==> src/rtl/port_link_responder_if.sv <==
// Bundles the CPU nibble ports and both host-side byte streams of the link responder.
// master = CPU/host side driving requests and data, slave = the responder.
interface port_link_responder_if;
  logic [3:0] cpu_port_out;
  logic [3:0] cpu_port_in;
  logic [7:0] host_rx_data;
  logic       host_rx_valid;
  logic       host_rx_ready;
  logic [7:0] host_tx_data;
  logic       host_tx_valid;
  logic       host_tx_ready;

  modport master (
    output cpu_port_out,
    output host_rx_data,
    output host_rx_valid,
    output host_tx_ready,
    input  cpu_port_in,
    input  host_rx_ready,
    input  host_tx_data,
    input  host_tx_valid
  );

  modport slave (
    input  cpu_port_out,
    input  host_rx_data,
    input  host_rx_valid,
    input  host_tx_ready,
    output cpu_port_in,
    output host_rx_ready,
    output host_tx_data,
    output host_tx_valid
  );
endinterface

==> src/rtl/port_link_responder.sv <==
// Responder side of the CPU nibble-port link: toggle-handshake frames move whole bytes
// between the CPU and two host byte FIFOs (RX host->CPU, TX CPU->host).
module port_link_responder #(
  parameter int FIFO_AW = 2
) (
  input  logic                 clk,
  input  logic                 rst_n,
  port_link_responder_if.slave bus
);
  localparam int DEPTH = 1 << FIFO_AW;
  localparam logic [FIFO_AW-1:0] PTR_ONE = FIFO_AW'(1);
  localparam logic [FIFO_AW:0]   CNT_ONE = (FIFO_AW+1)'(1);

  localparam logic [2:0] OP_STATUS = 3'b000;
  localparam logic [2:0] OP_READ   = 3'b001;
  localparam logic [2:0] OP_WRITE  = 3'b010;

  typedef enum logic [2:0] {
    ST_IDLE,
    ST_RD1,
    ST_RD2,
    ST_RD3,
    ST_WR1,
    ST_WR2,
    ST_WR3
  } state_t;

  state_t       state_q;
  logic [3:0]   req_q;
  logic [3:0]   port_in_q;
  logic [7:0]   shreg_q;

  logic [7:0]         rx_mem [DEPTH];
  logic [7:0]         tx_mem [DEPTH];
  logic [FIFO_AW-1:0] rx_wr_q, rx_rd_q, tx_wr_q, tx_rd_q;
  logic [FIFO_AW:0]   rx_cnt_q, rx_cnt_d, tx_cnt_q, tx_cnt_d;

  logic       frame;
  logic [2:0] payload;
  logic       rx_full, rx_nonempty, tx_notfull, tx_nonempty;
  logic       rx_push, rx_pop, tx_push, tx_pop;
  logic [7:0] tx_byte;

  // A frame is pending while the registered REQ differs from the ACK we last returned.
  assign frame       = req_q[3] != port_in_q[3];
  assign payload     = req_q[2:0];
  assign rx_full     = rx_cnt_q[FIFO_AW];
  assign rx_nonempty = |rx_cnt_q;
  assign tx_notfull  = !tx_cnt_q[FIFO_AW];
  assign tx_nonempty = |tx_cnt_q;

  assign rx_push = bus.host_rx_valid && !rx_full;
  assign rx_pop  = frame && (state_q == ST_IDLE) && (payload == OP_READ) && rx_nonempty;
  assign tx_push = frame && (state_q == ST_WR3);
  assign tx_pop  = bus.host_tx_ready && tx_nonempty;
  assign tx_byte = {shreg_q[7:2], payload[1:0]};

  assign bus.cpu_port_in   = port_in_q;
  assign bus.host_rx_ready = !rx_full;
  assign bus.host_tx_valid = tx_nonempty;
  assign bus.host_tx_data  = tx_nonempty ? tx_mem[tx_rd_q] : 8'h00;

  always_comb begin
    rx_cnt_d = rx_cnt_q;
    tx_cnt_d = tx_cnt_q;
    if (rx_push && !rx_pop) begin
      rx_cnt_d = rx_cnt_q + CNT_ONE;
    end else if (!rx_push && rx_pop) begin
      rx_cnt_d = rx_cnt_q - CNT_ONE;
    end
    if (tx_push && !tx_pop) begin
      tx_cnt_d = tx_cnt_q + CNT_ONE;
    end else if (!tx_push && tx_pop) begin
      tx_cnt_d = tx_cnt_q - CNT_ONE;
    end
  end

  always_ff @(posedge clk) begin
    if (rx_push) rx_mem[rx_wr_q] <= bus.host_rx_data;
    if (tx_push) tx_mem[tx_wr_q] <= tx_byte;
  end

  always_ff @(posedge clk or negedge rst_n) begin
    if (!rst_n) begin
      rx_wr_q  <= '0;
      rx_rd_q  <= '0;
      tx_wr_q  <= '0;
      tx_rd_q  <= '0;
      rx_cnt_q <= '0;
      tx_cnt_q <= '0;
    end else begin
      if (rx_push) rx_wr_q <= rx_wr_q + PTR_ONE;
      if (rx_pop)  rx_rd_q <= rx_rd_q + PTR_ONE;
      if (tx_push) tx_wr_q <= tx_wr_q + PTR_ONE;
      if (tx_pop)  tx_rd_q <= tx_rd_q + PTR_ONE;
      rx_cnt_q <= rx_cnt_d;
      tx_cnt_q <= tx_cnt_d;
    end
  end

  // Status flags are taken before this frame's own push/pop takes effect.
  always_ff @(posedge clk or negedge rst_n) begin
    if (!rst_n) begin
      req_q     <= '0;
      port_in_q <= '0;
      shreg_q   <= '0;
      state_q   <= ST_IDLE;
    end else begin
      req_q <= bus.cpu_port_out;
      if (frame) begin
        port_in_q[3] <= req_q[3];
        case (state_q)
          ST_IDLE: begin
            case (payload)
              OP_STATUS: port_in_q[2:0] <= {rx_nonempty, tx_notfull, 1'b1};
              OP_READ: begin
                if (rx_nonempty) begin
                  shreg_q        <= rx_mem[rx_rd_q];
                  port_in_q[2:0] <= {1'b1, tx_notfull, 1'b1};
                  state_q        <= ST_RD1;
                end else begin
                  port_in_q[2:0] <= {1'b0, tx_notfull, 1'b0};
                end
              end
              OP_WRITE: begin
                if (tx_notfull) begin
                  port_in_q[2:0] <= {rx_nonempty, 1'b1, 1'b1};
                  state_q        <= ST_WR1;
                end else begin
                  port_in_q[2:0] <= {rx_nonempty, 1'b0, 1'b0};
                end
              end
              default: port_in_q[2:0] <= {rx_nonempty, tx_notfull, 1'b0};
            endcase
          end
          ST_RD1: begin
            port_in_q[2:0] <= shreg_q[7:5];
            state_q        <= ST_RD2;
          end
          ST_RD2: begin
            port_in_q[2:0] <= shreg_q[4:2];
            state_q        <= ST_RD3;
          end
          ST_RD3: begin
            port_in_q[2:0] <= {1'b0, shreg_q[1:0]};
            state_q        <= ST_IDLE;
          end
          ST_WR1: begin
            shreg_q[7:5]   <= payload;
            port_in_q[2:0] <= payload;
            state_q        <= ST_WR2;
          end
          ST_WR2: begin
            shreg_q[4:2]   <= payload;
            port_in_q[2:0] <= payload;
            state_q        <= ST_WR3;
          end
          ST_WR3: begin
            // WRITE was only accepted with TX space, and only the host drains TX.
            shreg_q[1:0]   <= payload[1:0];
            port_in_q[2:0] <= payload;
            state_q        <= ST_IDLE;
          end
          default: state_q <= ST_IDLE;
        endcase
      end
    end
  end
endmodule

==> src/flat_wrapper.sv <==
// flat-port wrapper written by rule: the top's interface ports become plain ports
module port_link_responder_flat 
#(
  parameter int FIFO_AW = 2
)
  (clk, rst_n, bus_cpu_port_out, bus_host_rx_data, bus_host_rx_valid, bus_host_tx_ready, bus_cpu_port_in, bus_host_rx_ready, bus_host_tx_data, bus_host_tx_valid);
  port_link_responder_if bus_i ();
  input  logic clk;
  input  logic rst_n;
  input wire logic [$bits(bus_i.cpu_port_out)-1:0] bus_cpu_port_out;
  input wire logic [$bits(bus_i.host_rx_data)-1:0] bus_host_rx_data;
  input wire logic [$bits(bus_i.host_rx_valid)-1:0] bus_host_rx_valid;
  input wire logic [$bits(bus_i.host_tx_ready)-1:0] bus_host_tx_ready;
  output wire logic [$bits(bus_i.cpu_port_in)-1:0] bus_cpu_port_in;
  output wire logic [$bits(bus_i.host_rx_ready)-1:0] bus_host_rx_ready;
  output wire logic [$bits(bus_i.host_tx_data)-1:0] bus_host_tx_data;
  output wire logic [$bits(bus_i.host_tx_valid)-1:0] bus_host_tx_valid;
  assign bus_i.cpu_port_out = bus_cpu_port_out;
  assign bus_i.host_rx_data = bus_host_rx_data;
  assign bus_i.host_rx_valid = bus_host_rx_valid;
  assign bus_i.host_tx_ready = bus_host_tx_ready;
  assign bus_cpu_port_in = bus_i.cpu_port_in;
  assign bus_host_rx_ready = bus_i.host_rx_ready;
  assign bus_host_tx_data = bus_i.host_tx_data;
  assign bus_host_tx_valid = bus_i.host_tx_valid;
  port_link_responder #(.FIFO_AW(FIFO_AW)) u_core (.clk(clk), .rst_n(rst_n), .bus(bus_i));
endmodule
==> config.mk <==
export PLATFORM = sky130hd
export DESIGN_NAME = port_link_responder_flat
export DESIGN_NICKNAME = d
export VERILOG_FILES = /design/src/rtl/port_link_responder_if.sv /design/src/rtl/port_link_responder.sv /design/src/flat_wrapper.sv
export SDC_FILE = /design/constraint.sdc
export NUM_CORES = 1
export LEC_CHECK = 0
export CAP_MARGIN = 0
export CORE_MARGIN = 10
export CORE_UTILIZATION = 47
export CTS_CLUSTER_DIAMETER = 40
export DETAILED_ROUTE_END_ITERATION = 12
export PLACE_DENSITY = 0.69
export SYNTH_ARGS = -nofsm -noshare
export SYNTH_HDL_FRONTEND = slang
export SYNTH_SLANG_ARGS = --single-unit
==> constraint.sdc <==
create_clock -name clk -period 2.48 [get_ports clk]
set_input_delay 0.248 -clock clk [delete_from_list [all_inputs] [get_ports clk]]
set_output_delay 0.248 -clock clk [all_outputs]
set_load 0.02 [all_outputs]
==> summary.txt <==
outcome: finished, final reports clean
Final Non-Filler Cells: 429
TNS Setup: 0 ns
GPL Wtd Cong: 0.799
CP Launch Type: flip-flop
Post-Syn Area per Cell: 15.4 um2
synthesis warning total: 0
max cap viols: 0
half-perimeter wire length after placement: 5290 um
Clock Skews: 0.0104 ns
VDD IR max: 0.461 mV
RSZ-0062 raised after global routing: false
Die ar.: 0.0132 mm2
post-route cell area: 0.00493 mm2
fin nets: 344
pwr/cell area: 1110 mW/mm2
routed vias: 2256
post-detailed-route via-to-cell ratio: 5.26
DRT met1 WL: 3210 um
1st-iter DRT viols: 83
synthesis-stage register bit count: 97
Final Hold Viols: 0
row cnt: 34
type of the tightest min-delay check: primary input to async pin
Die W: 115 um
routed wl met3: 346 um
Worst R2R End: u_core.rx_cnt_q[1]
Root Buffer: clkbuf_8
share of cells above drive strength 1: 17.8%
post-synthesis cell type count: 46
DR WL met2: 3540 um
Reg2Reg Depth: 7
IO buf count: 29
Final Total Pwr: 5.47 mW
peak fanout along the critical path: 8
flop2flop setup slack: 0.27 ns
Mapped Area: 0.00422 mm2
total routed wirelength: 7190 um
fmax: 0.420 GHz
syn_nets: 302
die height: 115 um
Sink Count: 97
Clock transition at path regs: 0.09 ns
# hold bufs at CTS: 0
Static Leak: 1.87 nW
num ports: 30
ant diodes: 0
Final Cycle Share: 96.0%
Post-synth EDFFs: 64
critical path type: flip-flop to output port
cts bufs inserted: 9
H-Tree Depth: 3
Worst-Skew Late Latency: 0.36 ns
required time of the critical path: 2.23 ns
Final setup viols: 0
placed insts: 413
Area Growth Syn to Fin: 16.8%
top routing layer in use: met4
largest net degree at the start of global routing: 34
vias in the first global route: 2385
first-pass GRT wire length: 12000 um
DR WL/cell: 16.8 um
Worst R2R Start: u_core.req_q[2]
Critical Path AT: 2.13 ns
DP Area: 0.00469 mm2
initial antenna violation count: 0
TritonCTS clock tree: built
Worst Tran Pin Value: 0.414 ns
drt pass-1 iters: 4
gr ovfl total: 0
post-synthesis sequential area ratio: 65.1%
Post-Syn Instances: 274
share of flip-flops with an asynchronous set or reset: 34.0%
Core Area: 0.00872 mm2
min cycle time layout: 2.38 ns
GRT Util Overall: 11.4%
max-slew violations: 0
Post-DRT Antenna Nets: 0
Longest Clk Path Bufs: 2
Worst setup EP type: output port
Synth Flop Type: edfxtp_1
Starting Density: 48.4%
Slew HR: 71.7%
Residual DRC: 0
## cells in the final DEF (no fill, tap or decap), drive strengths merged, types with 2 or more instances in the layout
cell type,instances
mux4,16
nor2b,2
a2bb2oi,2
nand3,2
buf,14
clkinv,3
inv,13
a21boi,2
bufinv,2
fa,2
a21oi,12
or3,2
dlymetal6s2s,6
mux2,8
nor3b,4
clkbuf,9
a221oi,2
o22ai,2
nor4,2
nand3b,3
and2,16
nor3,4
nor2,8
o31ai,3
edfxtp,64
nand2,18
clkdlybuf4s50,22
dfrtp,33
ha,10
xor2,5
xnor2,9
o21ai,9
## flip-flops by register name (all words and copies together), names as in the netlist
signal / count
u_core.tx_cnt_q: 3
u_core.state_q: 3
u_core.tx_mem: 32
u_core.rx_wr_q: 2
u_core.bus.cpu_port_in: 4
u_core.rx_mem: 32
u_core.shreg_q: 8
u_core.rx_cnt_q: 3
u_core.tx_rd_q: 2
u_core.req_q: 4
u_core.tx_wr_q: 2
u_core.rx_rd_q: 2
## metrics by stage
stage / setup WS (ns) / utilization (%) / hold slack [ns]
floorplan: 0.228 / - / -0.0476
global placement: 0.290 / 53.8 / 0.418
detailed placement: 0.258 / 53.8 / 0.431
CTS: 0.000634 / 56.3 / 0.294
global route: 0.0116 / 56.5 / 0.309
finish: 0.0985 / 56.5 / 0.276
## synth_stat cells, drive strengths merged, types with 2 or more instances
cell type,n,area share [%]
o22ai,2,0.30
fa,2,0.95
nor2b,2,0.30
xnor2,9,1.9
inv,12,1.1
o21ai,9,1.1
o31ai,3,0.53
edfxtp,64,46
mux2,8,2.4
a21oi,12,1.4
dfrtp,33,20
a21boi,2,0.36
mux4,16,8.5
and2,16,2.4
nor2,8,0.71
nor3b,4,0.98
a2bb2oi,2,0.42
nand3b,3,0.53
nand2,18,1.6
ha,10,3.0
or3,2,0.42
a221oi,2,0.42
nand3,2,0.24
xor2,5,1.0
buf,7,0.86
nor4,2,0.45
clkbuf,5,0.45
nor3,4,0.59
## cell families after synthesis
| group | count (synthesis) | share of synthesized area [%] |
|---|---|---|
| flops | 97 | 65.1 |
| simple gates | 64 | 8.78 |
| compound gates | 39 | 5.93 |
| buf+inv | 24 | 2.37 |
| mux | 24 | 10.9 |
| xor+xnor | 14 | 2.91 |
| fa+ha+maj | 12 | 3.92 |
## power breakdown
part           switching, mW  internal, mW  total [mW]
logic                  0.918          1.02        1.93
clock network          0.532         0.568        1.10
registers              0.333          2.11        2.44
## routing by layer
metal	vias to the layer above	GRT usage, %
met5	-	0
met4	0	3.38
met3	16	3.54
met2	50	18.6
met1	1083	14.5
li1	1107	-
## cell type report
type	instances	area, um2
Clock buffer	9	124
Inverter	12	45.0
Fill cell	674	3790
Tap cell	108	135
Multi-Input combinational cell	153	1370
Clock inverter	7	93.8
Sequential cell	97	2750
Timing Repair Buffer	43	413
## worst max path at each step
stage / from / end / slack (ns) / cells after the start
2_1_floorplan: u_core.req_q[1] / u_core.rx_cnt_q[1] / 0.23 / 7
6_report: u_core.tx_rd_q[0] / bus_host_tx_data[5] / 0.1 / 4
3_3_place_gp: u_core.state_q[2] / u_core.rx_cnt_q[1] / 0.29 / 7
4_1_cts: u_core.tx_rd_q[0] / bus_host_tx_data[6] / 0.0006 / 4
5_1_grt: u_core.tx_rd_q[0] / bus_host_tx_data[5] / 0.01 / 4
3_5_place_dp: u_core.req_q[2] / u_core.rx_cnt_q[1] / 0.26 / 7
## worst max-delay path: stages, from the launching register on
cell and delay, ns:
dfrtp_1 0.41, buf_6 0.19, mux4_2 0.49, and2_1 0.16
clkdlybuf4s50_1 0.53
## timing repair
item / CTS / global route
gates resized for setup: 1 / 7
setup buffers: 0 / 0
endpoints found under the hold margin: 0 / 0
setup endpoints to repair: 1 / 7
No activity file was read; power rests on OpenSTA's default activity.
